==> config.mk <==
export PLATFORM = sky130hd
export DESIGN_NAME = disp_scan_ctrl
export DESIGN_NICKNAME = d
export VERILOG_FILES = /design/src/rtl/disp_scan_ctrl.sv
export SDC_FILE = /design/constraint.sdc
export NUM_CORES = 1
export LEC_CHECK = 0
export BUFFER_PORTS_ARGS = -buffer_cell sky130_fd_sc_hd__buf_2
export CAP_MARGIN = 20
export CORE_UTILIZATION = 35
export DETAILED_ROUTE_END_ITERATION = 7
export MAX_ROUTING_LAYER = met4
export PLACE_DENSITY_LB_ADDON = 0.12
export SLEW_MARGIN = 20
export SYNTH_ARGS = -nofsm -noshare
export SYNTH_HDL_FRONTEND = slang
export SYNTH_SLANG_ARGS = --single-unit
==> constraint.sdc <==
create_clock -name clk -period 5.3 [get_ports clk]
set_input_delay 1.59 -clock clk [delete_from_list [all_inputs] [get_ports clk]]
set_output_delay 1.59 -clock clk [all_outputs]
set_load 0.01 [all_outputs]
==> src/rtl/disp_scan_ctrl.sv <==
// ============================================================================
//  Module   : disp_scan_ctrl
//  Purpose  : 4-digit multiplexed 7-segment scan controller with anti-ghost
//             blanking, registered hex decode and frame tick.
//  Options  : DISP_BRIGHT_EN - adds the 'bright' port and on-time dimming.
//  Revision : 1.0 - initial release
// ============================================================================
`default_nettype none

module disp_scan_ctrl #(
    parameter int DWELL_CYC = 50000,
    parameter int BLANK_CYC = 500
) (
    input  logic       clk,
    input  logic       reset_n,
    input  logic       en,
    input  logic [3:0] ad_in,
`ifdef DISP_BRIGHT_EN
    input  logic [1:0] bright,
`endif
    output logic [1:0] seg_sel,
    output logic [3:0] an,
    output logic [6:0] seg,
    output logic       dp,
    output logic       frame_tick
);

    localparam int          c_ON_CYC     = DWELL_CYC - BLANK_CYC;
    localparam logic [15:0] c_BLANK_LAST = 16'(BLANK_CYC - 1);
    localparam logic [15:0] c_ON_LAST    = 16'(c_ON_CYC - 1);

    localparam logic [0:0]  c_ST_BLANK   = 1'b0;
    localparam logic [0:0]  c_ST_ON      = 1'b1;

    logic [0:0]  r_state;
    logic [15:0] r_cnt;
    logic [1:0]  r_seg_sel;
    logic [6:0]  r_seg_dec;
    logic        r_frame_tick;

    logic [6:0]  w_seg_dec;
    logic        w_on;
    logic        w_an_gate;
    logic [3:0]  w_an_digit;

    // Active-low hex font, {a,b,c,d,e,f,g}
    always_comb begin
        w_seg_dec = 7'h7F;
        case (ad_in)
            4'h0: w_seg_dec = 7'b0000001;
            4'h1: w_seg_dec = 7'b1001111;
            4'h2: w_seg_dec = 7'b0010010;
            4'h3: w_seg_dec = 7'b0000110;
            4'h4: w_seg_dec = 7'b1001100;
            4'h5: w_seg_dec = 7'b0100100;
            4'h6: w_seg_dec = 7'b0100000;
            4'h7: w_seg_dec = 7'b0001111;
            4'h8: w_seg_dec = 7'b0000000;
            4'h9: w_seg_dec = 7'b0000100;
            4'hA: w_seg_dec = 7'b0001000;
            4'hB: w_seg_dec = 7'b1100000;
            4'hC: w_seg_dec = 7'b0110001;
            4'hD: w_seg_dec = 7'b1000010;
            4'hE: w_seg_dec = 7'b0110000;
            4'hF: w_seg_dec = 7'b0111000;
        endcase
    end

    // Slot sequencer: BLANK dead time, then ON; digit advances only at ON end
    always_ff @(posedge clk or negedge reset_n) begin
        if (!reset_n) begin
            r_state      <= c_ST_BLANK;
            r_cnt        <= 16'd0;
            r_seg_sel    <= 2'd0;
            r_frame_tick <= 1'b0;
        end else if (!en) begin
            r_state      <= c_ST_BLANK;
            r_cnt        <= 16'd0;
            r_frame_tick <= 1'b0;
        end else begin
            r_frame_tick <= 1'b0;
            case (r_state)
                c_ST_BLANK: begin
                    if (r_cnt == c_BLANK_LAST) begin
                        r_state <= c_ST_ON;
                        r_cnt   <= 16'd0;
                    end else begin
                        r_cnt   <= r_cnt + 16'd1;
                    end
                end
                c_ST_ON: begin
                    if (r_cnt == c_ON_LAST) begin
                        r_state      <= c_ST_BLANK;
                        r_cnt        <= 16'd0;
                        r_seg_sel    <= r_seg_sel + 2'd1;
                        r_frame_tick <= (r_seg_sel == 2'd3);
                    end else begin
                        r_cnt        <= r_cnt + 16'd1;
                    end
                end
            endcase
        end
    end

    always_ff @(posedge clk or negedge reset_n) begin
        if (!reset_n) begin
            r_seg_dec <= 7'h7F;
        end else begin
            r_seg_dec <= w_seg_dec;
        end
    end

`ifdef DISP_BRIGHT_EN
    logic [31:0] w_lit_len;

    // Anodes stay lit for the first (bright+1)/4 of the ON phase
    always_comb begin
        w_lit_len = ((32'(bright) + 32'd1) * 32'(c_ON_CYC)) >> 2;
        w_an_gate = ({16'd0, r_cnt} < w_lit_len);
    end
`else
    assign w_an_gate = 1'b1;
`endif

    always_comb begin
        w_an_digit = 4'hF;
        case (r_seg_sel)
            2'd0: w_an_digit = 4'b1110;
            2'd1: w_an_digit = 4'b1101;
            2'd2: w_an_digit = 4'b1011;
            2'd3: w_an_digit = 4'b0111;
        endcase
    end

    // Outputs derive from registered state so async reset darkens them at once
    assign w_on       = (r_state == c_ST_ON);
    assign an         = (w_on && w_an_gate) ? w_an_digit : 4'hF;
    assign seg        = w_on ? r_seg_dec : 7'h7F;
    assign dp         = !(w_on && (r_seg_sel == 2'd2));
    assign seg_sel    = r_seg_sel;
    assign frame_tick = r_frame_tick;

endmodule

`default_nettype wire

==> results of run 1 <==
[layout make-up]
| cell class | instances | area (um2) |
|---|---|---|
| fill | 456 | 2574 |
| sequential | 27 | 684.4 |
| multi-input combinational | 108 | 817.0 |
| inverter | 9 | 33.78 |
| timing repair buffer | 21 | 105.1 |
| tap | 52 | 65.06 |
| clock buffer | 4 | 45.04 |
[routing by layer]
metal  GRT usage (%)  vias up  routed length (um)
met2           21.47       20                1352
met4           6.122        0                  49
li1                -      554                   -
met3           2.778        4                 105
met1           17.82      531                1410
met5               -        -                   0
[worst max path at each step]
stage                      startpoint                     end  slack [ns]  cells after the start
2_1_floorplan       r_state$_DFF_PN0_                   an[2]        2.68                      3
3_3_place_gp                 ad_in[0]  r_seg_dec[3]$_DFF_PN1_        2.63                      5
3_5_place_dp                 ad_in[1]  r_seg_dec[3]$_DFF_PN1_        2.58                      5
4_1_cts        seg_sel[0]$_DFFE_PN0P_                   an[2]        2.46                      4
5_1_grt             r_state$_DFF_PN0_                  seg[0]        2.40                      2
6_report       seg_sel[0]$_DFFE_PN0P_                   an[2]        2.49                      4
[placed cells by master (no fill, tap or decap), types with 2 or more instances in the layout]
cell type,count
a21oi_1,3
o22ai_1,2
buf_2,21
or3_1,3
nand2b_1,8
nor2_1,7
dfrtp_1,20
nor2b_1,2
o21ai_0,2
nand2_1,7
inv_1,9
ha_1,11
nor2_2,10
or4_4,2
and4_1,3
nand4_1,8
nand3_1,5
mux2i_1,2
clkbuf_8,3
xnor2_1,6
dfstp_2,7
and3_1,3
xor2_1,9
and2_1,2
[logic make-up (layout without fill, tap and decap cells)]
family,Yosys count,in the layout
compound gates,12,12
xor+xnor,15,15
fa+ha+maj,11,11
buf+inv,15,34
flops,27,27
mux,4,4
simple gates,66,66
[power by group]
part           switching [mW]  internal (mW)  total (mW)
Combinational          0.0192         0.0131      0.0323
Sequential            0.00289          0.216       0.219
Clock                  0.0629         0.0539       0.117
Total                  0.0850          0.283       0.368
[sequential cells by signal (all words and copies together), names as in the netlist]
register,cells
r_state,1
r_cnt,16
frame_tick,1
seg_sel,2
r_seg_dec,7
[cell usage after synthesis (3+ instances only)]
| cell type | instances | area, um2 |
|---|---|---|
| xnor2_1 | 6 | 52.55 |
| and4_1 | 3 | 26.28 |
| clkbuf_1 | 4 | 15.01 |
| dfrtp_1 | 20 | 500.5 |
| xor2_1 | 9 | 78.83 |
| nand3_1 | 5 | 25.02 |
| dfstp_2 | 7 | 183.9 |
| a21oi_1 | 3 | 15.01 |
| nor2_2 | 10 | 62.56 |
| ha_1 | 11 | 137.6 |
| or3_1 | 3 | 18.77 |
| and3_1 | 3 | 18.77 |
| nand4_1 | 8 | 50.05 |
| nand2_1 | 7 | 26.28 |
| nand2b_1 | 8 | 50.05 |
| nor2_1 | 7 | 26.28 |
| inv_1 | 9 | 33.78 |
[metrics by stage]
step                      instance area, um2  setup WS [ns]
after global routing                    1750          2.400
after detailed placement                1705          2.585
final                                   1750          2.489
after global placement                  1705          2.633
after floorplan                         1573          2.682
after CTS                               1750          2.457
[worst reg2reg max path: stages (launching register included)]
cell and delay, ns:
dfrtp_1 0.42, or4_4 0.56, or4_4 0.57, o21bai_4 0.44
nor2_1 0.11
==> run summary, run 1 <==
Num Clock Sinks -> 27
Post-Synth Simple-Gate Area -> 25.78%
Critical Path RT -> 3.71 ns
Longest Clk Path Bufs -> 2
Post-CTS setup buffer count -> 0
R2r worst-path depth -> 4
Top delay family on crit path -> flip-flops
CTS tree -> built
Fin Setup TNS -> 0 ns
Post-synth EDFFs -> 0
Asr flop ratio synth -> 100.0%
DRT iter0 DRCs -> 50
CTS Hold Bufs -> 0
Gr usage total -> 13.96%
Vias in the first global route -> 1,053
First-pass GRT wire length -> 5.147 mm
# H-tree levels -> 1
# IOs -> 22
Area share of fa/ha/maj cells after synthesis -> 8.751%
WP data arrival -> 1.22 ns
Max stage delay cell, worst path -> dfrtp_1
MaxCap Viol Count -> 0
Die ar. -> 4766 um2
Die W -> 69.04 um
Inserted Diodes -> 0
Hold Fails Final Rpt -> 0
Worst-margin pin slew -> 0.6103 ns
Worst Path Max Fanout -> 5
RSZ-0062 raised after global routing -> false
Total design power -> 0.3677 mW
Critical path, cell by cell -> inv_1, ha_1, nand2_1, buf_2
DRC Markers -> 0
Lkg Pwr -> 0.7504 nW
Final HPWL DP -> 2.133 mm
Status -> finished, final reports clean
Post-synth cell types -> 38
Final worst clock skew -> 0.005306 ns
Hold_sp -> r_cnt[0]$_DFF_PN0_
DP Cell Count -> 217
R2R Path Start -> r_cnt[12]$_DFF_PN0_
Vias -> 1,109
Fin. max-slew vios -> 0
DR pass1 iterations -> 4
Gate count after technology mapping -> 150
Worst rel slew slack -> 59.31%
Detail-routed via count per cell -> 5.018
Post-Layout Cell Count -> 221
Post-synth net total -> 168
XOR/XNOR share of the synthesized area -> 8.353%
Min Hold Slack -> 0.4988 ns
Grt ovf -> 0
CP Capture Type -> output port
Hold EP -> r_cnt[0]$_DFF_PN0_
Die height -> 69.04 um
Avg Cell Area, Syn -> 10.49 um2
Most used DFF post-synth -> dfrtp_1
Mapped Area -> 1573 um2
Clk_lat worst skew -> 0.27 ns
Final Cycle Share -> 53.04%
Fmax -> 0.3557 GHz
Final WL -> 2.917 mm
Largest family of logic cells by synthesized area -> simple AND/OR/NAND/NOR gates
CORE AREA -> 4324 um2
HP Class -> flip-flop to flip-flop
CTS Buf Count -> 3
Reg2Reg Setup Slack -> 3.07 ns
Nets -> 188
Initial antenna violation count -> 0
P per Cell Area -> 210.0 nW/um2
Reg-to-reg endpoint -> r_cnt[15]$_DFF_PN0_
Share of cells above drive strength 1 -> 28.40%
Root Driver -> clkbuf_8
Sequential share of the synthesized area -> 43.52%
Hold Path Depth -> 1
Layout overhead on the synthesized area -> 11.30%
Critical path class -> flip-flop to output port
Worst path buffer plus inverter count -> 2
Peak per-stage delay on the critical path -> 0.44 ns
Mux cell area share after synthesis -> 3.421%
Antenna viol nets, final -> 0
Initial Utilization -> 36.37%
YS warnings -> 0
# setup viols final -> 0
Synth Area in Compound Gates -> 5.648%
Port bufs -> 21
WL/cell -> 13.20 um
Gpl congestion -> 0.7846
Worst setup SP type -> flip-flop
Peak VDD IR -> 0.00008804 V
Fin util -> 40.48%
Pin count of the biggest net entering global routing -> 28
Minimum clock period -> 2.811 ns
#FFs+latches synth -> 27
Clk slew on worst S/H paths -> 0.09 ns
Post-CTS resize count -> 0
Site Rows -> 24
(Power assumes the default switching activity.)
==> run 2, diff against run 1 <==
--- a/config.mk
+++ b/config.mk
@@ -5,6 +5,7 @@
 export SDC_FILE = /design/constraint.sdc
 export NUM_CORES = 1
 export LEC_CHECK = 0
+export ABC_AREA = 1
 export BUFFER_PORTS_ARGS = -buffer_cell sky130_fd_sc_hd__buf_2
 export CAP_MARGIN = 20
 export CORE_UTILIZATION = 35
==> constraint.sdc (replaced) <==
create_clock -name clk -period 2.4 [get_ports clk]
set_input_delay 0.72 -clock clk [delete_from_list [all_inputs] [get_ports clk]]
set_output_delay 0.72 -clock clk [all_outputs]
set_load 0.01 [all_outputs]
==> run summary, run 2 <==
Post-synth EDFFs -> 0 (unchanged)
Gr usage total -> 15.88% (was 13.96%)
Layout overhead on the synthesized area -> 11.39% (was 11.30%)
Peak VDD IR -> 0.0001887 V (was 0.00008804 V)
Hold Fails Final Rpt -> 0 (unchanged)
Lkg Pwr -> 0.8116 nW (was 0.7504 nW)
Fin Setup TNS -> 0 ns (unchanged)
Final WL -> 3.430 mm (was 2.917 mm)
Post-synth net total -> 233 (was 168)
Post-synth top area cell -> dfrtp_1 (unchanged)
Post-synth cell types -> 24 (was 38)
Fin. max-slew vios -> 0 (unchanged)
Gpl congestion -> 0.7970 (was 0.7846)
# IOs -> 22 (unchanged)
CP Capture Type -> output port (unchanged)
Post-Layout Cell Count -> 288 (was 221)
Antenna viol nets, final -> 0 (unchanged)
Synth top area cells -> dfrtp_1, dfstp_2, nand2_1, nor2_1, ha_1 (was dfrtp_1, dfstp_2, ha_1, xor2_1, nor2_2)
Num Clock Sinks -> 27 (unchanged)
Site Rows -> 24 (unchanged)
# H-tree levels -> 1 (unchanged)
Most used DFF post-synth -> dfrtp_1 (unchanged)
Fmax -> 0.4686 GHz
Root Driver -> clkbuf_8 (unchanged)
P per Cell Area -> 440.5 nW/um2 (was 210.0 nW/um2)
DR pass1 iterations -> 6 (was 4)
Worst-margin pin slew -> 0.6108 ns (was 0.6103 ns)
Detail-routed via count per cell -> 4.681 (was 5.018)
Initial Utilization -> 37.33% (was 36.37%)
CTS Hold Bufs -> 0 (unchanged)
Final worst clock skew -> 0.006553 ns (was 0.005306 ns)
RSZ-0062 raised after global routing -> false (unchanged)
Worst rel slew slack -> 59.28% (was 59.31%)
MaxCap Viol Count -> 0 (unchanged)
Filler Cell Count -> 471 (was 456)
Reg2Reg Setup Slack -> 0.94 ns (was 3.07 ns)
CTS Buf Count -> 3 (unchanged)
# setup viols final -> 0 (unchanged)
Synth top area share -> 29.96% (was 31.82%)
Critical path class -> flip-flop to output port (unchanged)
Multi-input gate area -> 863.3 um2 (was 817.0 um2)
Post-CTS resize count -> 0 (unchanged)
DP Cell Count -> 284 (was 217)
#FFs+latches synth -> 27 (unchanged)
HP Class -> input port to asynchronous set/reset pin (was flip-flop to flip-flop)
Minimum clock period -> 2.134 ns
Inserted Diodes -> 0 (unchanged)
WL/cell -> 11.91 um (was 13.20 um)
DRT iter0 DRCs -> 51 (was 50)
Nets -> 255 (was 188)
Die ar. -> 5052 um2 (was 4766 um2)
Reg area -> 684.4 um2 (unchanged)
Asr flop ratio synth -> 100.0% (unchanged)
DRC Markers -> 0 (unchanged)
Clk_lat worst skew -> 0.28 ns (was 0.27 ns)
YS warnings -> 0 (unchanged)
Commonest non-fill, non-tap cells in the layout -> nand2_1, nor2_1, inv_1 (was buf_2, dfrtp_1, ha_1)
Vias in the first global route -> 1,330 (was 1,053)
Worst setup SP type -> flip-flop (unchanged)
Mapped Area -> 1670 um2 (was 1573 um2)
Longest Clk Path Bufs -> 2 (unchanged)
CTS tree -> built (unchanged)
Reg-to-reg endpoint -> r_cnt[3]$_DFF_PN0_ (was r_cnt[15]$_DFF_PN0_)
Final HPWL DP -> 2.593 mm (was 2.133 mm)
Final Cycle Share -> 88.91%
Post-CTS setup buffer count -> 0 (unchanged)
Largest reg by FF count -> r_cnt (unchanged)
Die height -> 71.08 um (was 69.04 um)
R2R Path Start -> r_cnt[0]$_DFF_PN0_ (was r_cnt[12]$_DFF_PN0_)
Gate count after technology mapping -> 215 (was 150)
CORE AREA -> 4474 um2 (was 4324 um2)
Sequential share of the synthesized area -> 40.97% (was 43.52%)
Most instantiated cells after synthesis -> nand2_1, nor2_1, inv_1 (was dfrtp_1, ha_1, nor2_2)
WP data arrival -> 1.41 ns (was 1.22 ns)
Critical Path RT -> 1.68 ns (was 3.71 ns)
R2r worst-path depth -> 6 (was 4)
Status -> finished, final reports clean (unchanged)
Grt ovf -> 0 (unchanged)
Port bufs -> 21 (unchanged)
Vias -> 1,348 (was 1,109)
Initial antenna violation count -> 0 (unchanged)
Worst Path Max Fanout -> 9 (was 5)
Max reg flops -> 16 (unchanged)
Clk slew on worst S/H paths -> 0.10 ns (was 0.09 ns)
Die W -> 71.08 um (was 69.04 um)
Share of cells above drive strength 1 -> 22.46% (was 28.40%)
First-pass GRT wire length -> 6.134 mm (was 5.147 mm)
Avg Cell Area, Syn -> 7.769 um2 (was 10.49 um2)
Pin count of the biggest net entering global routing -> 28 (unchanged)
## run 2: area by class of cell
| cell class | count | share of cell area, % |
|---|---|---|
| sequential | 27 | 36.79 |
| clock buffer | 4 | 2.421 |
| multi-input combinational | 158 | 46.40 |
| tap | 52 | 3.497 |
| inverter | 26 | 5.245 |
| timing repair buffer | 21 | 5.649 |
## run 2: cells by family after synthesis
group	share of synthesized area (%)
compound gates	4.868
flops	40.97
buf+inv	7.340
fa+ha+maj	8.240
simple gates	32.81
xor+xnor	5.768
## run 2: worst max path at each step
stage                                 from     end  cells after the start
floorplan           seg_sel[0]$_DFFE_PN0P_   an[2]                      4
global placement         r_state$_DFF_PN0_  seg[5]                      3
detailed placement       r_state$_DFF_PN0_  seg[5]                      3
CTS                      r_state$_DFF_PN0_  seg[5]                      3
global route             r_state$_DFF_PN0_  seg[3]                      3
finish                   r_state$_DFF_PN0_  seg[5]                      3
## run 2: routing by layer
| metal | part of all wire [%] | global-route usage (%) | vias to the layer above |
|---|---|---|---|
| met5 | 0 | - | - |
| li1 | - | - | 711 |
| met2 | 45 | 26.07 | 30 |
| met4 | 2.3 | 6.222 | 0 |
| met3 | 3.0 | 1.709 | 7 |
| met1 | 50 | 20.12 | 600 |
## run 2: per-stage QoR
step | total power [mW] | hold slack (ns) | util (%) | setup WS (ns) | cell area (um2)
floorplan | 0.5318 | 0.4244 | - | 0.7185 | 1670
global placement | 0.5603 | 0.4846 | 40.58 | 0.5900 | 1815
detailed placement | 0.5595 | 0.4792 | 40.58 | 0.5904 | 1815
CTS | 0.8318 | 0.4723 | 41.58 | 0.2659 | 1861
global route | 0.8559 | 0.4890 | 41.58 | 0.1638 | 1861
finish | 0.8195 | 0.4371 | 41.58 | 0.2661 | 1861
## run 2: report_power, final
group / internal (mW) / total (mW) / leakage, nW / switching, mW
Combinational: 0.0218 / 0.0669 / 0.438 / 0.0451
Clock: 0.119 / 0.270 / 0.0228 / 0.150
Sequential: 0.476 / 0.483 / 0.350 / 0.00660
Total: 0.617 / 0.819 / 0.812 / 0.202
## run 2: worst max-delay path: stages (launching register included)
cell and delay, ns:
dfrtp_1 0.50, inv_1 0.19, or2_2 0.31, buf_2 0.14
